==> config.mk <==
export PLATFORM = sky130hd
export DESIGN_NAME = rr_egress_scheduler
export DESIGN_NICKNAME = d
export VERILOG_FILES = /design/src/rtl/rr_egress_scheduler_pkg.sv /design/src/rtl/rr_arb3.sv /design/src/rtl/rr_egress_scheduler.sv
export SDC_FILE = /design/constraint.sdc
export NUM_CORES = 1
export LEC_CHECK = 0
export ABC_AREA = 1
export CORE_MARGIN = 2
export CORE_UTILIZATION = 52
export DETAILED_ROUTE_END_ITERATION = 8
export GPL_ROUTABILITY_DRIVEN = 1
export PLACE_DENSITY = 0.93
export SLEW_MARGIN = 5
export SYNTH_ARGS = -nofsm -noshare
export SYNTH_HDL_FRONTEND = slang
export SYNTH_HIERARCHICAL = 1
export SYNTH_SLANG_ARGS = --single-unit
==> constraint.sdc <==
create_clock -name clk -period 2.05 [get_ports clk]
set_input_delay 0.205 -clock clk [delete_from_list [all_inputs] [get_ports clk]]
set_output_delay 0.205 -clock clk [all_outputs]
set_load 0.01 [all_outputs]
==> src/rtl/rr_egress_scheduler_pkg.sv <==
// Shared definitions for the round-robin egress scheduler: port count,
// header length field position and FSM state encodings.
package rr_egress_scheduler_pkg;

  localparam int NPORTS  = 3;
  // Low bit of the payload-length field; the two bits below it are ignored.
  localparam int LEN_LSB = 2;

  typedef enum logic [1:0] {
    ST_IDLE = 2'd0,
    ST_HDR  = 2'd1,
    ST_PAY  = 2'd2
  } state_e;

  // High bit of the payload-length field for a given data byte width.
  function automatic int len_msb(input int uwidth);
    return uwidth - 1;
  endfunction

endpackage

==> src/rtl/rr_arb3.sv <==
// Three-way round-robin selector. Purely combinational: the search for a
// requester starts at the port after the one granted last and wraps around.
module rr_arb3 (
  input  logic [2:0] request_i,
  input  logic [2:0] last_i,
  output logic [2:0] grant_o
);

  // Priority search rotated by the last grant; any non-one-hot last_i
  // falls back to port 1 first.
  always_comb begin
    grant_o = 3'b000;
    case (last_i)
      3'b001: begin
        if      (request_i[1]) grant_o = 3'b010;
        else if (request_i[2]) grant_o = 3'b100;
        else if (request_i[0]) grant_o = 3'b001;
      end
      3'b010: begin
        if      (request_i[2]) grant_o = 3'b100;
        else if (request_i[0]) grant_o = 3'b001;
        else if (request_i[1]) grant_o = 3'b010;
      end
      default: begin
        if      (request_i[0]) grant_o = 3'b001;
        else if (request_i[1]) grant_o = 3'b010;
        else if (request_i[2]) grant_o = 3'b100;
      end
    endcase
  end

endmodule

==> src/rtl/rr_egress_scheduler.sv <==
// Packet-atomic round-robin scheduler draining three byte FIFOs onto one
// egress bus. Each packet is a header byte carrying the payload length
// followed by that many payload bytes.
//
// Handshake: rinc[n] is a read strobe towards FIFO n and is only raised
// when rempty[n]=0 and stall_i=0; the FIFO presents the byte on rdatan in
// the following cycle, which is exactly when packet_valid_o is high and
// packet_out carries it. There is no ready on the egress side: stall_i is
// the only backpressure and it simply withholds new strobes.
module rr_egress_scheduler
  import rr_egress_scheduler_pkg::*;
#(
  parameter int UWIDTH = 8,
  parameter int CNT_W  = 16
) (
  input  logic              clk,
  input  logic              rst,
  input  logic [NPORTS-1:0] rempty,
  input  logic [UWIDTH-1:0] rdata1,
  input  logic [UWIDTH-1:0] rdata2,
  input  logic [UWIDTH-1:0] rdata3,
  output logic [NPORTS-1:0] rinc,
  input  logic              stall_i,
  input  logic              cnt_clr,
  output logic              packet_valid_o,
  output logic [UWIDTH-1:0] packet_out,
  output logic [NPORTS-1:0] grant_o,
  output logic [CNT_W-1:0]  pkt_cnt1,
  output logic [CNT_W-1:0]  pkt_cnt2,
  output logic [CNT_W-1:0]  pkt_cnt3,
  output logic [1:0]        debug_state_o
);

  localparam int LEN_MSB = len_msb(UWIDTH);
  localparam int LW      = LEN_MSB - LEN_LSB + 1;

  state_e            state_q, state_d;
  logic [LW-1:0]     cnt_q, cnt_d;
  logic [NPORTS-1:0] grant_q, grant_d;
  logic [NPORTS-1:0] last_q, last_d;
  logic [NPORTS-1:0] rd_q;
  logic [NPORTS-1:0] rinc_d;
  logic [NPORTS-1:0] arb_gnt;
  logic              valid_q;
  logic              grant_evt;
  logic [LW-1:0]     hdr_len;
  logic [CNT_W-1:0]  pkt_cnt1_q, pkt_cnt2_q, pkt_cnt3_q;

  rr_arb3 u_arb (
    .request_i (~rempty),
    .last_i    (last_q),
    .grant_o   (arb_gnt)
  );

  // Egress byte: data of the port strobed last cycle, zero when idle.
  always_comb begin
    packet_out = '0;
    if (valid_q) begin
      case (rd_q)
        3'b001:  packet_out = rdata1;
        3'b010:  packet_out = rdata2;
        3'b100:  packet_out = rdata3;
        default: packet_out = '0;
      endcase
    end
  end

  // In HDR the header byte is the one currently on the egress bus.
  assign hdr_len = packet_out[LEN_MSB:LEN_LSB];

  // Next-state, read strobes, packet length counter and owner tracking.
  always_comb begin
    state_d = state_q;
    cnt_d   = cnt_q;
    grant_d = grant_q;
    last_d  = last_q;
    rinc_d  = '0;
    case (state_q)
      ST_IDLE: begin
        grant_d = '0;
        if (!stall_i && (arb_gnt != '0)) begin
          rinc_d  = arb_gnt;
          grant_d = arb_gnt;
          state_d = ST_HDR;
        end
      end
      ST_HDR: begin
        cnt_d = hdr_len;
        if (hdr_len != '0) begin
          state_d = ST_PAY;
        end else begin
          state_d = ST_IDLE;
          grant_d = '0;
          last_d  = grant_q;
        end
      end
      ST_PAY: begin
        if (!stall_i && ((rempty & grant_q) == '0)) begin
          rinc_d = grant_q;
          cnt_d  = cnt_q - 1'b1;
          if (cnt_q == LW'(1)) begin
            state_d = ST_IDLE;
            grant_d = '0;
            last_d  = grant_q;
          end
        end
      end
      default: begin
        state_d = ST_IDLE;
        grant_d = '0;
      end
    endcase
  end

  // Strobes are forced low while reset is held so no FIFO is touched.
  assign rinc      = rst ? '0 : rinc_d;
  assign grant_evt = (state_q == ST_IDLE) && (rinc_d != '0);

  // FSM, length counter, owner, last grant and one-cycle read pipeline.
  always_ff @(posedge clk or posedge rst) begin
    if (rst) begin
      state_q <= ST_IDLE;
      cnt_q   <= '0;
      grant_q <= '0;
      last_q  <= 3'b100;
      valid_q <= 1'b0;
      rd_q    <= '0;
    end else begin
      state_q <= state_d;
      cnt_q   <= cnt_d;
      grant_q <= grant_d;
      last_q  <= last_d;
      valid_q <= |rinc_d;
      rd_q    <= rinc_d;
    end
  end

  // Saturating per-port packet counters; clear wins over an increment.
  always_ff @(posedge clk or posedge rst) begin
    if (rst) begin
      pkt_cnt1_q <= '0;
      pkt_cnt2_q <= '0;
      pkt_cnt3_q <= '0;
    end else if (cnt_clr) begin
      pkt_cnt1_q <= '0;
      pkt_cnt2_q <= '0;
      pkt_cnt3_q <= '0;
    end else if (grant_evt) begin
      if (rinc_d[0] && (pkt_cnt1_q != '1)) pkt_cnt1_q <= pkt_cnt1_q + 1'b1;
      if (rinc_d[1] && (pkt_cnt2_q != '1)) pkt_cnt2_q <= pkt_cnt2_q + 1'b1;
      if (rinc_d[2] && (pkt_cnt3_q != '1)) pkt_cnt3_q <= pkt_cnt3_q + 1'b1;
    end
  end

  assign packet_valid_o = valid_q;
  assign grant_o        = grant_q;
  assign pkt_cnt1       = pkt_cnt1_q;
  assign pkt_cnt2       = pkt_cnt2_q;
  assign pkt_cnt3       = pkt_cnt3_q;
  assign debug_state_o  = state_q;

endmodule
==> results of run 1 <==
[worst min-delay path: stages]
cell and delay [ns]:
sky130_fd_sc_hd__clkdlybuf4s50_1 0.50, sky130_fd_sc_hd__inv_2 0.11, sky130_fd_sc_hd__buf_12 0.31
[layout by cell type (no fill, tap or decap), types with 5 or more instances in the layout]
cell / netlist / layout
sky130_fd_sc_hd__nand2_1: 112 / 111
sky130_fd_sc_hd__clkdlybuf4s50_1: 0 / 84
sky130_fd_sc_hd__nand3_1: 70 / 65
sky130_fd_sc_hd__inv_1: 69 / 64
sky130_fd_sc_hd__dfrtp_1: 65 / 62
sky130_fd_sc_hd__buf_4: 0 / 57
sky130_fd_sc_hd__nor2_1: 55 / 52
sky130_fd_sc_hd__o21ai_0: 34 / 32
sky130_fd_sc_hd__xor2_1: 29 / 29
sky130_fd_sc_hd__nand4_1: 20 / 20
sky130_fd_sc_hd__o21ai_2: 18 / 19
sky130_fd_sc_hd__nor3_1: 19 / 16
sky130_fd_sc_hd__inv_2: 9 / 14
sky130_fd_sc_hd__clkbuf_8: 0 / 11
sky130_fd_sc_hd__o31ai_1: 10 / 10
sky130_fd_sc_hd__a21oi_1: 10 / 9
sky130_fd_sc_hd__o21ai_1: 7 / 8
sky130_fd_sc_hd__nand2_2: 6 / 7
sky130_fd_sc_hd__ha_1: 8 / 7
sky130_fd_sc_hd__nor2_2: 4 / 6
sky130_fd_sc_hd__nand3_2: 3 / 6
sky130_fd_sc_hd__clkbuf_2: 0 / 6
sky130_fd_sc_hd__nor3_2: 3 / 5
[synthesized netlist by cell type, drive strengths merged]
cell / n / area share [%]
nor3b: 1 / 0.17
a41oi: 1 / 0.20
a21oi: 10 / 1.1
clkbuf: 7 / 0.60
nand3b: 1 / 0.17
or2: 1 / 0.14
inv: 78 / 6.7
clkinv: 1 / 0.086
buf: 8 / 1.4
nor2: 61 / 5.8
nand3: 73 / 8.7
nand2: 121 / 12
o21ai: 59 / 8.3
nand4: 21 / 3.3
nor3: 22 / 2.9
dfrtp: 65 / 37
xor2: 29 / 5.8
xnor2: 3 / 0.60
a31oi: 2 / 0.29
ha: 8 / 2.3
dfstp: 1 / 0.60
nor4: 2 / 0.29
o31ai: 10 / 1.7
[cell type report]
type / instances / area [µm²]
multi-input combinational: 427 / 2457
fill: 572 / 1997
sequential: 66 / 1657
timing repair buffer: 159 / 1466
inverter: 79 / 296.5
clock buffer: 12 / 155.1
tap: 105 / 131.4
clock inverter: 3 / 15.01
[timing repair]
item | CTS | global route
setup buffers | 6 | 19
gates resized for setup | 21 | 36
pin swaps | 2 | 8
cloned | 0 | 3
endpoints found under the hold margin | 0 | 0
setup endpoints to repair | 13 | 45
[sequential cells by signal, indices dropped and copies added (netlist names)]
register,cells
packet_valid_o,1
debug_state_o,2
rd_q,3
last_q,3
grant_o,3
pkt_cnt3,16
pkt_cnt1,16
pkt_cnt2,16
cnt_q,6
[kinds of logic (layout without fill, tap and decap cells)]
kind of cell	after synthesis	in the layout
adders and majority gates	8	8
xor gates and xnor gates	32	32
and+or+nand+nor	303	305
buffers and inverters	94	253
DFF	66	66
AOI/OAI and AO/OA	82	82
[layer usage]
metal / up-vias / global-route usage [%] / wire (µm)
li1: 2245 / - / -
met1: 2274 / 33.08 / 5147
met2: 322 / 47.79 / 6981
met3: 61 / 4.777 / 1270
met4: 0 / 12.74 / 472
met5: - / 0 / 0
[final timing paths]
| check | start | slack (ns) | cells after the start | end |
|---|---|---|---|---|
| worst max-delay path | last_q[2] | -0.06 | 12 | pkt_cnt1[12] |
| worst min-delay path | rst | 0.38 | 3 | grant_o[1] |
| worst max register to register | last_q[2] | -0.06 | 12 | pkt_cnt1[12] |
| worst min register to register | pkt_cnt3[14] | 0.56 | 2 | pkt_cnt3[14] |
| max in group asynchronous | rst | 1.34 | 3 | last_q[2] |
| min in group clk | pkt_cnt3[14] | 0.56 | 2 | pkt_cnt3[14] |
[power by group through the flow]
stage	clock network [mW]	registers (mW)	logic (mW)
2_1_floorplan	0	1.63	1.10
3_3_place_gp	0	1.66	1.88
3_5_place_dp	0	1.68	1.95
4_1_cts	0.999	1.66	2.02
5_1_grt	1.06	1.68	2.53
6_report	0.996	1.66	2.32
[through the flow]
step	cells	power [mW]	area [µm²]
final	851	4.978	6178
after global routing	851	5.266	6178
after CTS	829	4.673	5907
after detailed placement	808	3.630	5680
after global placement	808	3.540	5680
after floorplan	585	2.733	4377
==> results by group, run 1 <==
Status
  • Run status: finished with violations
  • Violated checks: negative setup slack

Setup path
  • Critical path buffers and inverters: 3
  • Largest stage delay on the critical path: 0.54 ns
  • Setup crit end kind: flip-flop
  • CP dominant cell by count: sky130_fd_sc_hd__nand3_2
  • Series of cell instances along the critical path: inv_2 -> nand3_4 -> nand3_2 -> nand3_2 -> nand3_2 -> nand2_2 -> inv_2 -> buf_4 -> nor2_4 -> nand2_8 -> o21ai_0 -> a21oi_1
  • Cell family contributing the most delay on the critical path: simple AND/OR/NAND/NOR gates
  • Path type of the worst setup path: reg -> reg
  • Startpoint kind of the worst setup timing path: flip-flop
  • Required @ worst endpoint: 2.26 ns
  • Largest fanout on the critical path: 6
  • Slowest-stage cell, CP: sky130_fd_sc_hd__dfstp_2
  • Arrival time of the worst setup path: 2.32 ns

Detailed routing
  • Post-DR wirelength/cell: 16.30 µm
  • Vias per std cell: 5.760
  • Detailed Routing Iterations Pass 1: 7
  • DRC Markers: 0
  • Overall via count from detail_route: 4902
  • Total routed wirelength: 13870 µm
  • Initial detailed-routing violation count: 356
  • Antenna-violating nets left: 0

Floorplanning
  • Number of core rows: 33
  • Starting density of the core: 53.54%
  • Die Ht: 95.74 µm
  • Floorplan die area: 0.009166 mm²
  • Core Footprint: 0.008175 mm²
  • Number of ports placed on the die boundary: 96
  • Die X: 95.74 µm

Synth
  • Synthesis warning total: 6
  • Post-synthesis share of cell area spent on and, or, nand and nor gates: 33.10%
  • Unique cell type count in the Yosys netlist: 36
  • Fraction of synthesized area in multiplexers: 0%
  • Synthesized net count: 624
  • Synth Area in Adders: 2.287%
  • Average cell area after synthesis: 7.482 µm²
  • Synth Instances: 585
  • XOR/XNOR Fraction of Synth Area: 6.404%
  • Portion of the post-synthesis area used by sequential elements: 37.76%
  • Flip-flop and latch count after synthesis: 66
  • Dominant combinational cell family by area after synthesis: simple AND/OR/NAND/NOR gates
  • Syn Std Cell Area: 0.004377 mm²
  • Complex-gate fraction of the synthesized area: 11.64%

Timing
  • Worst slew slack as a fraction of its limit: 66.64%
  • Unrepaired setup endpoints after global routing: yes
  • Setup violation total in the final timing report: 4
  • Setup Skew: 0.008073 ns
  • Max Slew Vio Count: 0
  • Worst-Margin Slew: 0.4965 ns
  • Post-route worst setup slack: -0.05851 ns
  • Maximum frequency from static timing analysis: 0.4743 GHz
  • Hold Worst Slack: 0.3788 ns
  • Share of the clock period used by the worst path after layout: 102.9%
  • Summed negative setup slack over all endpoints: -0.1344 ns
  • Count of final hold-check violations: 0
  • Shortest period the worst path allows: 2.109 ns

Hold path
  • Worst min path class: in -> async

Placement
  • Post-placement worst setup slack: -0.2297 ns
  • Half-perimeter wire length after detailed placement: 9167 µm
  • Routability congestion estimate: 0.9719
  • Number of buffers inserted by port buffering: 95

CTS
  • Clock edge transition at the registers on the reported setup and hold paths: 0.07 ns
  • Clock tree from TritonCTS: done
  • Buffer cell driving the clock tree root: sky130_fd_sc_hd__clkbuf_8
  • Max H-tree Level: 3
  • Maximum buffer depth of the clock tree: 2
  • Number of clock buffers inserted by TritonCTS: 9
  • Hold buffers post-CTS: 0
  • Num Clock Sinks: 66
  • Worst-skew pair later-pin latency: 0.34 ns

Final layout
  • Number of nets in the layout: 781
  • Antenna Cells: 0
  • Share of layout cells above drive strength 1: 21.45%
  • Core utilization of the finished layout: 75.57%
  • Layout overhead on the synthesized area: 41.17%

Global routing
  • Number of antenna violations at the first check in global routing: 0
  • Grt total ovfl: 0
  • Global routing usage summed across all routing layers: 27.46%
  • Number of global-route vias before repair: 4411
  • Pin count of the biggest net entering global routing: 67
  • Wire length of the first global-routing pass: 19750 µm

Power and ir drop
  • Max VDD drop: 399.2 µV
  • Reported net switching power: 1.977 mW
  • Switching share of power: 39.71%
  • Sequential cell fraction of total power: 33.3%
  • Static leakage: 2.800 nW
  • Power share of the combinational group: 46.7%
  • Part of the total power dissipated in the clock network: 20.0%
  • PD cells: 805.7 mW/mm²
  • Total internal power: 3.001 mW

Flow run
  • Reported max-cap violation count: 0
Power figures use the tool's default switching activity.
==> run 2: changes to the inputs <==
--- a/config.mk
+++ b/config.mk
@@ -7,10 +7,10 @@
 export LEC_CHECK = 0
 export ABC_AREA = 1
 export CORE_MARGIN = 2
-export CORE_UTILIZATION = 52
+export CORE_UTILIZATION = 35
 export DETAILED_ROUTE_END_ITERATION = 8
 export GPL_ROUTABILITY_DRIVEN = 1
-export PLACE_DENSITY = 0.93
+export PLACE_DENSITY = 0.7
 export SLEW_MARGIN = 5
 export SYNTH_ARGS = -nofsm -noshare
 export SYNTH_HDL_FRONTEND = slang
==> run 2 against run 1 <==
  * The run now ends clean
  * Sequential cell count did not move
  * Final cell count grew 5.5%
  * Sequential power is essentially flat
  * Wire length fell by 8.2%
  * Combinational power shrank 7%
  * Final area is 0.77% higher
  * Clock power up 49%
  * Critical path type unchanged
  * Largest cell class unchanged
  * Largest power group unchanged
==> results by group, run 2 (synthesized netlist as in run 1, its figures left out) <==
Status
  • Run status: finished, final reports clean

Placement
  • Routability congestion estimate: 0.8900 (-8.4%)
  • Post-placement worst setup slack: -0.2742 ns (-0.04444 ns)
  • DP Cell Count: 867 (+7.3%)
  • Half-perimeter wire length after detailed placement: 9246 µm (+0.86%)
  • Number of buffers inserted by port buffering: 95 (unchanged)

Detailed routing
  • Total routed wirelength: 12740 µm (-8.2%)
  • Detailed Routing Iterations Pass 1: 5 (-2)
  • DRC Markers: 0 (unchanged)
  • Vias per std cell: 5.048 (-12%)
  • Post-DR wirelength/cell: 14.18 µm (-13%)
  • Overall via count from detail_route: 4533 (-7.5%)
  • Initial detailed-routing violation count: 296 (-17%)
  • Antenna-violating nets left: 0 (unchanged)

Power and ir drop
  • Static leakage: 2.765 nW (-1.3%)
  • Max VDD drop: 342.3 µV (-14%)
  • PD cells: 851.1 mW/mm² (+5.6%)

Global routing
  • Number of global-route vias before repair: 4511 (+2.3%)
  • Grt total ovfl: 0 (unchanged)
  • Pin count of the biggest net entering global routing: 56 (-16%)
  • Wire length of the first global-routing pass: 20680 µm (+4.7%)
  • Global routing usage summed across all routing layers: 19.37% (-8.1 points)
  • Number of antenna violations at the first check in global routing: 0 (unchanged)

Final layout
  • Number of nets in the layout: 764 (-2.2%)
  • Layout overhead on the synthesized area: 42.25%
  • Antenna Cells: 0 (unchanged)
  • Share of layout cells above drive strength 1: 19.32% (-2.1 points)
  • Leading cell type in the layout, fill and taps excluded: sky130_fd_sc_hd__nand2_1
  • Commonest cells after routing, fill and taps aside: sky130_fd_sc_hd__nand2_1 (109), sky130_fd_sc_hd__clkdlybuf4s50_1 (84), sky130_fd_sc_hd__inv_1 (65), sky130_fd_sc_hd__nand3_1 (64), sky130_fd_sc_hd__dfrtp_1 (61)
  • Core utilization of the finished layout: 51.41% (-24 points)
  • Final std cells w/o fill: 898 (+5.5%)

CTS
  • Number of clock buffers inserted by TritonCTS: 9 (unchanged)
  • Maximum buffer depth of the clock tree: 2 (unchanged)
  • Clock tree from TritonCTS: done
  • Hold buffers post-CTS: 0 (unchanged)
  • Max H-tree Level: 3 (unchanged)
  • Num Clock Sinks: 66 (unchanged)
  • Worst-skew pair later-pin latency: 0.33 ns (about the same)
  • Buffer cell driving the clock tree root: sky130_fd_sc_hd__clkbuf_16
  • Clock edge transition at the registers on the reported setup and hold paths: 0.05 ns (-0.02 ns)

Setup path
  • Reg2Reg Depth: 14 (+2)
  • Slowest-stage cell, CP: sky130_fd_sc_hd__dfrtp_1
  • Largest fanout on the critical path: 6 (unchanged)
  • Required @ worst endpoint: 2.27 ns (about the same)
  • Register-to-Register Setup Slack: 0.08 ns (+0.14 ns)
  • Startpoint kind of the worst setup timing path: flip-flop
  • Path type of the worst setup path: reg -> reg
  • Largest stage delay on the critical path: 0.41 ns (-0.13 ns)
  • Setup crit end kind: flip-flop
  • Endpoint of the worst-slack reg-to-reg timing path: pkt_cnt1[2]
  • Critical path destination: pkt_cnt1[2]
  • Worst reg2reg path startpoint: last_q[1]
  • Critical Path Start: last_q[1]
  • Arrival time of the worst setup path: 2.19 ns (-0.13 ns)
  • Series of cell instances along the critical path: inv_1 -> nand3_4 -> inv_2 -> nand2_1 -> nand3_2 -> nand3_2 -> nand2_2 -> inv_2 -> buf_4 -> nor2_4 -> nand2_8 -> buf_6 -> nand3_1 -> nand2_1

Floorplanning
  • Die X: 115.8 µm (+21%)
  • Die Ht: 115.8 µm (+21%)
  • Number of ports placed on the die boundary: 96 (unchanged)
  • Floorplan die area: 0.01342 mm² (+46%)
  • Core Footprint: 0.01211 mm² (+48%)
  • Starting density of the core: 36.14% (-17 points)
  • Number of core rows: 40 (+21%)

Timing
  • Count of final hold-check violations: 0 (unchanged)
  • Maximum frequency from static timing analysis: 0.5089 GHz (+7.3%)
  • Setup violation total in the final timing report: 0 (-4)
  • Worst-Margin Slew: 0.4316 ns (-0.06493 ns)
  • Share of the clock period used by the worst path after layout: 95.85% (-7.0 points)
  • Setup Skew: 0.005282 ns (-0.002791 ns)
  • Summed negative setup slack over all endpoints: 0 ns (+0.1344 ns)
  • Post-route worst setup slack: 0.08498 ns (+0.1435 ns)
  • Max Slew Vio Count: 0 (unchanged)
  • Worst slew slack as a fraction of its limit: 70.96% (+4.3 points)
  • Shortest period the worst path allows: 1.965 ns (-0.1435 ns)

Hold path
  • Worst min path class: in -> async

Flow run
  • Reported max-cap violation count: 0 (unchanged)
run 2: routing by layer:
layer	vias up	track usage (%)	wire length, µm
li1	2223	-	-
met1	2135	23.96	5587
met2	150	33.29	6188
met3	25	4.864	759
met4	0	6.111	200
met5	-	0	0
run 2: per-stage QoR:
step | area [µm²] | hold slack, ns | power (mW)
after floorplan | 4377 | 0.3854 | 2.733
after global placement | 5729 | 0.4633 | 3.549
after detailed placement | 5729 | 0.4692 | 3.627
after CTS | 6018 | 0.2343 | 5.122
after global routing | 6226 | 0.2410 | 5.683
final | 6226 | 0.2275 | 5.299
run 2: repair_timing:
| item | 4_1_cts | 5_1_grt |
|---|---|---|
| resized for setup | 17 | 38 |
| setup endpoints to repair | 11 | 44 |
| setup buffers | 1 | 11 |
| gates cloned | 0 | 3 |
| pin swaps | 0 | 13 |
run 2: critical path: cells and delay by family (launching register included):
family	cells	cell delay, ns
AND/OR/NAND/NOR	9	0.94
buffers and inverters	5	0.50
flip-flops	1	0.41
run 2: worst min-delay path by stage:
stage	start	end	slack, ns	cells past startpoint
after floorplan	cnt_clr	pkt_cnt2[14]	0.39	3
after global placement	last_q[2]	last_q[2]	0.46	2
after detailed placement	last_q[2]	last_q[2]	0.47	2
after CTS	rst	pkt_cnt1[12]	0.23	2
after global routing	rst	pkt_cnt1[12]	0.24	2
final	rst	cnt_q[0]	0.23	2
run 2: layout make-up:
type / instances / area [µm²]
Fill cell: 1175 / 5886
Tap cell: 168 / 210.2
Multi-Input combinational cell: 428 / 2479
Inverter: 79 / 299.0
Timing Repair Buffer: 141 / 1296
Clock buffer: 14 / 274.0
Clock inverter: 2 / 10.01
Sequential cell: 66 / 1658
run 2: where the power goes:
part | switching, mW | total (mW) | internal [mW] | leakage [nW]
Clock | 0.564 | 1.48 | 0.914 | 0.143
Sequential | 0.185 | 1.67 | 1.48 | 0.902
Combinational | 1.23 | 2.15 | 0.923 | 1.72
Total | 1.98 | 5.30 | 3.32 | 2.76
